==> config.mk <==
export PLATFORM = sky130hd
export DESIGN_NAME = mem_access_ctrl
export DESIGN_NICKNAME = d
export VERILOG_FILES = /design/src/rtl/mem_access_ctrl.sv
export SDC_FILE = /design/constraint.sdc
export NUM_CORES = 1
export LEC_CHECK = 0
export CAP_MARGIN = 30
export CORE_ASPECT_RATIO = 0.9
export CORE_MARGIN = 2
export CORE_UTILIZATION = 43
export CTS_CLUSTER_DIAMETER = 80
export DETAILED_ROUTE_END_ITERATION = 10
export DONT_BUFFER_PORTS = 1
export GPL_ROUTABILITY_DRIVEN = 1
export GPL_TIMING_DRIVEN = 0
export PLACE_DENSITY_LB_ADDON = 0.3
export SLEW_MARGIN = 20
export SYNTH_ARGS = -nofsm -noshare
export SYNTH_HDL_FRONTEND = slang
export SYNTH_SLANG_ARGS = --single-unit
==> constraint.sdc <==
create_clock -name clk -period 2.65 [get_ports clk]
set_clock_uncertainty 0.2 [all_clocks]
set_input_delay 0.795 -clock clk [delete_from_list [all_inputs] [get_ports clk]]
set_output_delay 0.795 -clock clk [all_outputs]
set_load 0.005 [all_outputs]
==> src/rtl/mem_access_ctrl.sv <==
// mem_access_ctrl: one-at-a-time read/write initiator for a byte memory port.
// Optional write read-back check enabled by defining WRITE_VERIFY_EN.
module mem_access_ctrl #(
   parameter int ADDR_W     = 5,
   parameter int DATA_W     = 8,
   parameter int RD_LATENCY = 1
) (
   input  logic              clk,
   input  logic              rst,
   input  logic              req_valid,
   output logic              req_ready,
   input  logic              req_wr,
   input  logic [ADDR_W-1:0] req_addr,
   input  logic [DATA_W-1:0] req_wdata,
   output logic              rsp_valid,
   input  logic              rsp_ready,
   output logic              rsp_wr,
   output logic [DATA_W-1:0] rsp_rdata,
   output logic              verify_err,
   output logic              mem_rd,
   output logic              mem_wr,
   output logic [ADDR_W-1:0] mem_addr,
   output logic [DATA_W-1:0] mem_wdata,
   input  logic [DATA_W-1:0] mem_rdata
);

   localparam int CNT_W = $clog2(RD_LATENCY + 1);
   localparam logic [CNT_W-1:0] LAT_LD = CNT_W'(RD_LATENCY);
   localparam logic [CNT_W-1:0] CNT_ONE = CNT_W'(1);

   typedef enum logic [2:0] {
      ST_IDLE  = 3'd0,
      ST_ISSUE = 3'd1,
      ST_WAIT  = 3'd2,
      ST_RESP  = 3'd3,
      ST_VRD   = 3'd4
   } state_t;

   state_t           r_state;
   logic [CNT_W-1:0] r_cnt;
   logic             r_wr;
   logic             w_expire;

`ifdef WRITE_VERIFY_EN
   logic             r_verify_err;
   logic             w_verify_bad;

   // A verify read that returns something other than the written byte.
   assign w_verify_bad = r_wr && (mem_rdata != mem_wdata);
   assign verify_err   = r_verify_err;
`else
   assign verify_err   = 1'b0;
`endif

   // Read data is due at the edge where the latency counter runs out.
   assign w_expire = (r_cnt == CNT_ONE);

   // Control FSM; every output toggles only here so all are registered.
   always_ff @(posedge clk or posedge rst) begin
      if (rst) begin
         r_state   <= ST_IDLE;
         r_cnt     <= '0;
         r_wr      <= 1'b0;
         req_ready <= 1'b1;
         rsp_valid <= 1'b0;
         rsp_wr    <= 1'b0;
         rsp_rdata <= '0;
         mem_rd    <= 1'b0;
         mem_wr    <= 1'b0;
         mem_addr  <= '0;
         mem_wdata <= '0;
`ifdef WRITE_VERIFY_EN
         r_verify_err <= 1'b0;
`endif
      end else begin
         unique case (r_state)
            ST_IDLE: begin
               if (req_valid) begin
                  r_wr      <= req_wr;
                  mem_addr  <= req_addr;
                  mem_wdata <= req_wdata;
                  mem_wr    <= req_wr;
                  mem_rd    <= ~req_wr;
                  req_ready <= 1'b0;
                  r_state   <= ST_ISSUE;
               end
            end
            ST_ISSUE: begin
               mem_rd <= 1'b0;
               mem_wr <= 1'b0;
               if (r_wr) begin
`ifdef WRITE_VERIFY_EN
                  mem_rd  <= 1'b1;
                  r_state <= ST_VRD;
`else
                  rsp_valid <= 1'b1;
                  rsp_wr    <= 1'b1;
                  rsp_rdata <= mem_wdata;
                  r_state   <= ST_RESP;
`endif
               end else begin
                  r_cnt   <= LAT_LD;
                  r_state <= ST_WAIT;
               end
            end
`ifdef WRITE_VERIFY_EN
            ST_VRD: begin
               mem_rd  <= 1'b0;
               r_cnt   <= LAT_LD;
               r_state <= ST_WAIT;
            end
`endif
            ST_WAIT: begin
               if (w_expire) begin
                  rsp_rdata <= mem_rdata;
                  rsp_wr    <= r_wr;
                  rsp_valid <= 1'b1;
                  r_cnt     <= '0;
                  r_state   <= ST_RESP;
`ifdef WRITE_VERIFY_EN
                  if (w_verify_bad) r_verify_err <= 1'b1;
`endif
               end else begin
                  r_cnt <= r_cnt - CNT_ONE;
               end
            end
            ST_RESP: begin
               if (rsp_ready) begin
                  rsp_valid <= 1'b0;
                  req_ready <= 1'b1;
                  r_state   <= ST_IDLE;
               end
            end
            default: begin
               mem_rd    <= 1'b0;
               mem_wr    <= 1'b0;
               rsp_valid <= 1'b0;
               req_ready <= 1'b1;
               r_state   <= ST_IDLE;
            end
         endcase
      end
   end

endmodule
==> metrics.md <==
| Metric | Value |
|---|---|
| Outcome | `finished clean` |
| Xor/xnor cell area share of the yosys netlist | `0%` |
| DR vias | `835` |
| Worst r2r path cells | `5` |
| Vias in the first global route | `945` |
| Min Tclk post-route | `2.09 ns` |
| Rel. slew slack | `64.2%` |
| Post-CTS Setup Repair Bufs | `0` |
| Final hold violations | `0` |
| Die Ht | `58.3 um` |
| Worst slew pin tran | `0.536 ns` |
| Post-Synth Simple-Gate Area | `5.77%` |
| Final cell count without fillers | `157` |
| CTS buffer count | `5` |
| Cts repair resizes | `0` |
| Largest net degree at the start of global routing | `20` |
| Htree depth | `2` |
| Remaining routing DRC violations | `0` |
| WS Path Type | `reg2reg` |
| Num ports | `53` |
| Clk slew on worst S/H paths | `0.09 ns` |
| Maximum Capacitance Violations | `0` |
| Worst-skew pair later-pin latency | `0.31 ns` |
| Worst setup SP type | `register` |
| Final Wtd Congestion | `0.765` |
| Detailed Routing Iterations Pass 1 | `4` |
| Detail Route Antenna Nets | `0` |
| CTS tree | `yes` |
| Worst EP arrival | `2.09 ns` |
| Slew Limit Fails | `0` |
| FF+latch count, synth | `30` |
| Area grow syn2layout | `9.95%` |
| Post-DP HPWL | `1990 um` |
| Cells after Synth | `106` |
| Total wire length | `2570 um` |
| Layout cell share with drive strength beyond 1 | `41.7%` |
| Register area | `752 um^2` |
| GR Util All Layers | `15.6%` |
| Pwr dens | `1330 nW/um^2` |
| Dpl cells | `149` |
| Total grt overflow | `0` |
| Synth Area in Compound Gates | `6.31%` |
| First-pass GRT wire length | `4350 um` |
| DR WL/cell | `16.4 um` |
| Cell Area, Synth | `1410 um^2` |
| # rows | `19` |
| Sequential area share after synthesis | `53.4%` |
| Fraction of synthesized area in multiplexers | `25.6%` |
| Root buffer cell | `clkbuf_4` |
| Core Area | `3090 um^2` |
| Period utilization | `78.8%` |
| Ant diodes | `0` |
| Layout fillers | `299` |
| Avg Synthesized Cell Area | `13.3 um^2` |
| Worst Path Max Fanout | `8` |
| YS warnings | `0` |
| Initial antenna violation count | `0` |
| Peak VDD IR | `0.666 mV` |
| Post-CTS Hold Buffers | `0` |
| Post-Synth Adder-Cell Area | `5.33%` |
| LEAKAGE | `0.692 nW` |
| Setup Viol. Count Final | `0` |
| Sinks on Clock Net | `30` |
| Total die area | `3750 um^2` |
| Worst hold path type | `in2async` |
| Area of the multi-input gates | `609 um^2` |
| # nets final | `146` |
| RSZ-0062 raised after global routing | `no` |
| Starting density of the core | `45.6%` |
| Yosys cell types | `24` |
| Mapped Nets | `138` |
| Crit end category | `register` |
| Fmax | `479 MHz` |
| DR vias/cell | `5.32` |
| Largest family of logic cells by synthesized area | `multiplexers` |
| Iteration-0 DRC Markers | `30` |
| Port bufs | `0` |
| TNS Setup | `0 ns` |
| CTS Buffer Depth | `2` |
| DIE WIDTH | `64.3 um` |
| CP required | `2.65 ns` |
cells by family after synthesis:
kind of cell / count (synthesis)
AOI/OAI and AO/OA: 13
adders and majority gates: 6
buffers and inverters: 11
DFF: 30
muxes: 32
other: 1
and+or+nand+nor: 13
path summary, 6_finish.rpt:
| kind | from | to | slack (ns) |
|---|---|---|---|
| min in group clk | req_ready$_DFFE_PP1P_ | req_ready$_DFFE_PP1P_ | 0.30 |
| worst min-delay path | rst | mem_addr[1]$_DFFE_PP0P_ | 0.20 |
| worst min register to register | req_ready$_DFFE_PP1P_ | req_ready$_DFFE_PP1P_ | 0.30 |
| max in group asynchronous | rst | req_ready$_DFFE_PP1P_ | 1.49 |
| worst max-delay path | r_state[1]$_DFFE_PP0P_ | rsp_rdata[0]$_DFFE_PP0P_ | 0.56 |
| worst max register to register | r_state[1]$_DFFE_PP0P_ | rsp_rdata[0]$_DFFE_PP0P_ | 0.56 |
per-layer routing:
metal,global-route usage [%],part of all wire [%]
met5,0,0
met3,7.07,6.2
met2,26.0,52
met4,5.47,0.78
met1,18.0,41
placed cells by master (no fill, tap or decap), drive strengths merged:
cell and n:
mux2 32, buf 4, nand2b 1, nand2 4, ha 6, a211o 1
nor4 1, nor2b 3, a32o 2, dfstp 1, a31oi 1, a211oi 1
nor2 3, nor3 1, o22ai 1, o31ai 2, dfrtp 29, clkbuf 7
o21ai 2, inv 8, conb 1, a21oi 3, clkinv 1
per-stage QoR:
step	setup slack [ns]	power, mW	area (um^2)	utilization (%)	hold slack, ns
after detailed placement	0.542	1.82	1490	48.2	0.297
after CTS	0.530	2.10	1550	50.1	0.201
after global routing	0.441	2.24	1550	50.1	0.203
final	0.563	2.06	1550	50.1	0.200
after floorplan	0.789	1.61	1410	-	0.276
after global placement	0.571	1.76	1460	47.3	0.289
synthesized netlist by cell type (all sizes together):
cell type,count,area share (%)
a211o,1,0.62
a211oi,1,0.53
a21oi,3,1.1
a31oi,1,0.44
a32o,2,1.4
buf,3,1.2
conb,1,0.27
dfrtp,29,52
dfstp,1,1.9
ha,6,5.3
inv,8,2.1
mux2,32,26
nand2,4,1.2
nand2b,1,0.44
nor2,3,0.80
nor2b,3,1.7
nor3,1,1.2
nor4,1,0.44
o21ai,2,0.71
o22ai,1,0.44
o31ai,2,1.1
registers in the layout, summed over array words and instances, names as in the netlist:
signal,flops
r_cnt,1
rsp_wr,1
r_wr,1
mem_wr,1
rsp_valid,1
mem_wdata,8
rsp_rdata,8
r_state,2
req_ready,1
mem_rd,1
mem_addr,5
area by class of cell:
cell class	count	share of cell area (%)
Tap cell	42	3.39
Multi-Input combinational cell	65	39.3
Inverter	8	1.94
Clock inverter	1	0.323
Buffer	3	1.13
Timing Repair Buffer	1	1.78
Sequential cell	30	48.5
Clock buffer	7	3.55
report_power, final:
part	total (mW)	switching (mW)	internal [mW]	leakage (nW)
registers	0.914	0.210	0.704	0.358
logic	0.869	0.371	0.498	0.299
clock network	0.277	0.149	0.129	0.0353
worst max-delay path, stage by stage, from the launching register on:
cell and delay (ns):
dfrtp_1 0.44, inv_1 0.08, ha_1 0.22, nor2b_2 0.19, nor3_4 0.45, mux2_2 0.39
Note: power is estimated with default switching activity, not from simulation.
